**config.mk**
```make
export PLATFORM = sky130hd
export DESIGN_NAME = bcd_timer
export DESIGN_NICKNAME = d
export VERILOG_FILES = /design/src/rtl/bcd_timer.sv
export SDC_FILE = /design/constraint.sdc
export NUM_CORES = 1
export LEC_CHECK = 0
export CAP_MARGIN = 30
export CORE_AREA = 2 2 94 51
export CTS_BUF_LIST = sky130_fd_sc_hd__clkbuf_16
export DETAILED_ROUTE_END_ITERATION = 12
export DIE_AREA = 0 0 96 53
export PLACE_DENSITY = 0.74
export SYNTH_ARGS = -nofsm -noshare
export SYNTH_HDL_FRONTEND = slang
export SYNTH_SLANG_ARGS = --single-unit
```
**constraint.sdc**
```tcl
create_clock -name clk -period 2.45 [get_ports clk]
set_input_delay 0.3675 -clock clk [delete_from_list [all_inputs] [get_ports clk]]
set_output_delay 0.3675 -clock clk [all_outputs]
set_load 0.02 [all_outputs]
```
**src/rtl/bcd_timer.sv**
```systemverilog
// bcd_timer: multi-digit BCD up/down timer driven by an internal prescaler.
// The prescaler emits a one-cycle tick every CLK_DIV system clocks. Each tick
// steps the BCD count once, modulo LIMIT. The timer also supports pause,
// synchronous clear, and a validated parallel load, and it produces
// wrap and load-error strobes. All outputs are registered.
module bcd_timer #(
    parameter int CLK_DIV = 24000,
    parameter int DIGITS  = 2,
    parameter int LIMIT   = 60
) (
    input  logic                  clk,
    input  logic                  res,
    input  logic                  en,
    input  logic                  up,
    input  logic                  clr,
    input  logic                  load,
    input  logic [4*DIGITS-1:0]   load_val,
    output logic [4*DIGITS-1:0]   bcd,
    output logic                  tick,
    output logic                  wrap,
    output logic                  load_err
);

    localparam int BW = 4 * DIGITS;
    localparam int PW = (CLK_DIV < 3) ? 1 : $clog2(CLK_DIV);
    localparam logic [PW-1:0] PRE_LAST = PW'(CLK_DIV - 1);

    // Converts an integer to its packed BCD form at elaboration time.
    function automatic logic [BW-1:0] to_bcd(input int v);
        logic [BW-1:0] r;
        int            t;
        r = '0;
        t = v;
        for (int i = 0; i < DIGITS; i++) begin
            r[4*i +: 4] = 4'(t % 10);
            t = t / 10;
        end
        return r;
    endfunction

    // The top of the count range, LIMIT-1, expressed in BCD.
    localparam logic [BW-1:0] BCD_MAX = to_bcd(LIMIT - 1);

    // Reject parameter combinations that cannot produce a meaningful timer.
    if (CLK_DIV < 2) begin : g_bad_div
        $error("bcd_timer: CLK_DIV must be >= 2 (got %0d)", CLK_DIV);
    end
    if (DIGITS < 1 || DIGITS > 6) begin : g_bad_digits
        $error("bcd_timer: DIGITS must be 1..6 (got %0d)", DIGITS);
    end
    if (LIMIT < 2 || LIMIT > 10**DIGITS) begin : g_bad_limit
        $error("bcd_timer: LIMIT must be 2..10^DIGITS (got %0d)", LIMIT);
    end

    logic [PW-1:0] r_presc;
    logic          r_tick;
    logic [BW-1:0] r_bcd;
    logic          r_wrap;
    logic          r_load_err;

    logic [BW-1:0] w_inc;
    logic [BW-1:0] w_dec;
    logic [BW-1:0] w_step_val;
    logic          w_step_wrap;
    logic          w_load_ok;

    // BCD increment: ripple the carry through the digits, turning each 9 into 0.
    always_comb begin
        logic carry;
        w_inc = r_bcd;
        carry = 1'b1;
        for (int i = 0; i < DIGITS; i++) begin
            if (carry) begin
                if (r_bcd[4*i +: 4] == 4'd9) begin
                    w_inc[4*i +: 4] = 4'd0;
                end else begin
                    w_inc[4*i +: 4] = r_bcd[4*i +: 4] + 4'd1;
                    carry = 1'b0;
                end
            end
        end
    end

    // BCD decrement: ripple the borrow through the digits, turning each 0 into 9.
    always_comb begin
        logic borrow;
        w_dec  = r_bcd;
        borrow = 1'b1;
        for (int i = 0; i < DIGITS; i++) begin
            if (borrow) begin
                if (r_bcd[4*i +: 4] == 4'd0) begin
                    w_dec[4*i +: 4] = 4'd9;
                end else begin
                    w_dec[4*i +: 4] = r_bcd[4*i +: 4] - 4'd1;
                    borrow = 1'b0;
                end
            end
        end
    end

    // Next count for a tick step, including the wrap at either end of the range.
    always_comb begin
        w_step_val  = w_inc;
        w_step_wrap = 1'b0;
        if (up) begin
            if (r_bcd == BCD_MAX) begin
                w_step_val  = '0;
                w_step_wrap = 1'b1;
            end else begin
                w_step_val  = w_inc;
            end
        end else begin
            if (r_bcd == '0) begin
                w_step_val  = BCD_MAX;
                w_step_wrap = 1'b1;
            end else begin
                w_step_val  = w_dec;
            end
        end
    end

    // Load validity: every digit must be decimal and the value must be in range.
    always_comb begin
        int  dec_val;
        int  weight;
        logic digits_ok;
        dec_val   = 0;
        weight    = 1;
        digits_ok = 1'b1;
        for (int i = 0; i < DIGITS; i++) begin
            if (load_val[4*i +: 4] > 4'd9) begin
                digits_ok = 1'b0;
            end
            dec_val = dec_val + int'(load_val[4*i +: 4]) * weight;
            weight  = weight * 10;
        end
        w_load_ok = digits_ok && (dec_val < LIMIT);
    end

    // Prescaler and tick strobe. A pause freezes the phase so that the period resumes where it stopped.
    always_ff @(posedge clk or negedge res) begin
        if (!res) begin
            r_presc <= '0;
            r_tick  <= 1'b0;
        end else if (clr) begin
            r_presc <= '0;
            r_tick  <= 1'b0;
        end else if (en) begin
            if (r_presc == PRE_LAST) begin
                r_presc <= '0;
                r_tick  <= 1'b1;
            end else begin
                r_presc <= r_presc + PW'(1);
                r_tick  <= 1'b0;
            end
        end else begin
            r_tick <= 1'b0;
        end
    end

    // Count register and strobes. Priority is clear, then a valid load, then the tick step.
    // A rejected load does not block the step.
    always_ff @(posedge clk or negedge res) begin
        if (!res) begin
            r_bcd      <= '0;
            r_wrap     <= 1'b0;
            r_load_err <= 1'b0;
        end else if (clr) begin
            r_bcd      <= '0;
            r_wrap     <= 1'b0;
            r_load_err <= 1'b0;
        end else if (load && w_load_ok) begin
            r_bcd      <= load_val;
            r_wrap     <= 1'b0;
            r_load_err <= 1'b0;
        end else begin
            r_load_err <= load;
            if (r_tick) begin
                r_bcd  <= w_step_val;
                r_wrap <= w_step_wrap;
            end else begin
                r_wrap <= 1'b0;
            end
        end
    end

    assign bcd      = r_bcd;
    assign tick     = r_tick;
    assign wrap     = r_wrap;
    assign load_err = r_load_err;

endmodule

```
==> results of run 1 <==
[cell families after synthesis]
group / Yosys count
AOI/OAI and AO/OA: 56
xor gates and xnor gates: 15
buffers and inverters: 21
adders and majority gates: 12
and+or+nand+nor: 98
DFF: 26
muxes: 6
[report_power, final]
group          internal (mW)  leakage (nW)  switching (mW)
combinational          0.169         0.710           0.170
sequential             0.440         0.359          0.0235
clock                  0.325        0.0511           0.155
total                  0.934          1.12           0.348
[final timing paths]
check	endpoint	cells past startpoint	slack, ns
worst max-delay path	bcd[1]	10	-0.15
worst min-delay path	r_presc[11]	2	0.47
worst max register to register	bcd[0]	7	0.15
worst min register to register	r_presc[14]	2	0.54
max in group asynchronous	r_presc[8]	2	1.73
min in group clk	bcd[7]	4	0.53
[through the flow]
step / util, % / worst slack, ns / setup TNS (ns) / instance area, um2 / power (mW)
2_1_floorplan: - / -0.410 / -2.32 / 2060 / 0.638
4_1_cts: 63.4 / -0.156 / -1.29 / 2690 / 1.26
5_1_grt: 64.7 / -0.211 / -1.70 / 2740 / 1.33
3_3_place_gp: 58.9 / -0.864 / -8.25 / 2490 / 0.754
6_report: 64.7 / -0.147 / -1.04 / 2740 / 1.28
3_5_place_dp: 58.9 / -0.908 / -8.70 / 2490 / 0.757
[layer usage]
layer / wire [um] / global-route usage, %
met5: 0 / 0
met4: 78 / 7.62
met3: 346 / 3.42
met2: 2460 / 33.1
met1: 2660 / 35.4
[sequential cells by signal, summed over array words and instances (netlist names)]
signal and count:
wrap 1, r_presc 15, load_err 1, bcd 8
tick 1
[Yosys cell counts, types with 3 or more instances]
master	number	share of area [%]
a21oi_1	13	3.2
a31oi_1	5	1.5
and3_1	3	0.92
buf_1	3	0.55
clkbuf_1	9	1.7
dfrtp_1	26	32
ha_1	10	6.1
inv_1	7	1.3
mux2i_1	5	2.5
nand2_1	19	3.5
nand2b_1	4	1.2
nand3_1	10	2.5
nand3b_1	6	2.2
nand4_1	4	1.2
nor2_1	22	4.0
nor3_1	7	1.7
nor3b_1	3	1.1
nor4_1	3	0.92
o21ai_0	14	3.4
o31ai_1	3	1.1
xnor2_1	5	2.1
xor2_1	10	4.3
[worst max-delay path, cell delays in order]
cell and delay [ns]:
buf_8 0.11, ha_4 0.24, ha_4 0.15, fa_1 0.52, nand3b_1 0.10, o31a_1 0.27, or4b_4 0.54, buf_6 0.17
o21ai_2 0.14, nor3b_2 0.17
[layout make-up]
type / instances / share of cell area [%]
multi-input combinational: 187 / 52.2
sequential: 26 / 23.7
timing repair buffer: 52 / 16.5
clock buffer: 3 / 2.74
tap: 57 / 2.60
clock inverter: 1 / 1.10
inverter: 8 / 1.10
[layout by cell type (no fill, tap or decap), types with 3 or more instances in the layout]
cell type and count:
buf_4 27, dfrtp_1 26, nor2_1 22, clkdlybuf4s50_1 19, nand2_1 18, a21oi_1 13, o21ai_0 12, xor2_1 10
nand3_1 10, inv_1 7, nand3b_1 6, ha_1 6, nor3_1 5, a31oi_1 5, xnor2_1 5, nand4_1 4
nand2b_1 4, mux2i_1 4, ha_4 4, o31ai_1 3, nor4_1 3, clkbuf_16 3
[timing repair]
item,CTS,global route
hold endpoints to repair,0,0
resized for setup,33,10
pin swaps,13,5
setup endpoints to repair,10,10
setup buffers,4,1
==> flow_summary.ini, run 1 <==
[layout]
areaGrowthSynthToFinish_pct = 34.4
nFillCells = 342
finalNonFillerCells = 334
nNetsFinal = 304
register_area_um2 = 651
multi_input_area_mm2 = 0.00143
drive_gt1_share_pct = 22.0
antenna_cells = 0

[clocking]
cts_made_buffers = 3
tritoncts = done
cts_sinks = 26
htree_levels = 1
clkTransAtPathRegs_ns = 0.06
clk_latency_ns = 0.26
holdBufCountCts = 0
clock_path_buffers = 2
clockRootBuffer = clkbuf_16

[floorplanning]
core_mm2 = 0.00423
dieArea_mm2 = 0.00509
die_h_um = 53
io-pin-count = 25
start_util_pct = 48.2
core.rowCount = 17
die_w_um = 96

[critical_path]
r2r-start = bcd[1]
end_kind = flip-flop
cp-startpoint = load_val[7]
critPathArrivalTime_ns = 2.79
criticalPathCategory = in2reg
worstPathRequired_ns = 2.64
cp_max_fo = 6
cp-start-kind = primary input

[synth]
yosysWarnings = 0
synth_top_family_by_area = simple AND/OR/NAND/NOR gates
syn_area_per_cell_um2 = 8.72
ys_seq_area_share_pct = 31.9
synth-compound-area-share_pct = 18.9
synth_edf_count = 0
synth_xor_xnor_area_share_pct = 6.44
synth_cell_types = 56
syn-instance-count = 234
synthArstFlopShare_pct = 100
netlist_area_mm2 = 0.00204
syn_nets = 260
synth_mux_area_share_pct = 3.19
synthAdderAreaFrac_pct = 8.10
synth_seq_cells = 26
synthSimpleGateAreaFrac_pct = 27.2
ys.flop_type = dfrtp_1

[global_route]
grt_util_all_layers_pct = 23.2
grt_pass1_wl_um = 8850
grt_pass1_vias = 1771
grt_max_degree = 27
grt-ovfl-total = 0
antenna_found_initial = 0

[timing]
finalCriticalPeriod_ns = 2.60
rsz0062_at_grt = true
maxSlewHeadroom_pct = 57.2
skew_ns = 0.00350
slew_violations = 0
final.setup.worst_slack_ns = -0.147
min_period_over_period_pct = 106
fmax_mhz = 385
worst_pin_slew_ns = 0.626
hold_viol_final = 0
hold_ws_ns = 0.468
setup_viol = 10

[drt]
remaining_drc_errors = 0
dr.pass1.iters = 4
vias = 1968
ant_nets = 0
wire_per_inst_um = 16.6
wirelength_um = 5550
via_per_inst = 5.89
drt_iter0_drc = 131

[pwr]
p_leak_nw = 1.12
p_per_area_mw_per_mm2 = 468
peakVddDrop_uv = 260

[status]
status = finished, violations left
violations = setup timing

[run]
drv_cap = 0

[placement]
dp.cells = 325
dpl.hpwl_um = 3740
place_congestion = 0.862
numPortBuffers = 24

[min_path]
hold_path_class = in2async
No activity file was read; power rests on OpenSTA's default activity.
==> run 2, diff against run 1 <==
SLEW_MARGIN = 15   (was not set)
==> results of run 2 <==
Same layout as run 1: the final DEF is identical, and so are final timing and power.
==> run 3, diff against run 2 <==
ABC_CLOCK_PERIOD_IN_PS = 2450   (was not set)
==> results of run 3 <==
Same layout as run 1: the final DEF is identical, and so are final timing and power.
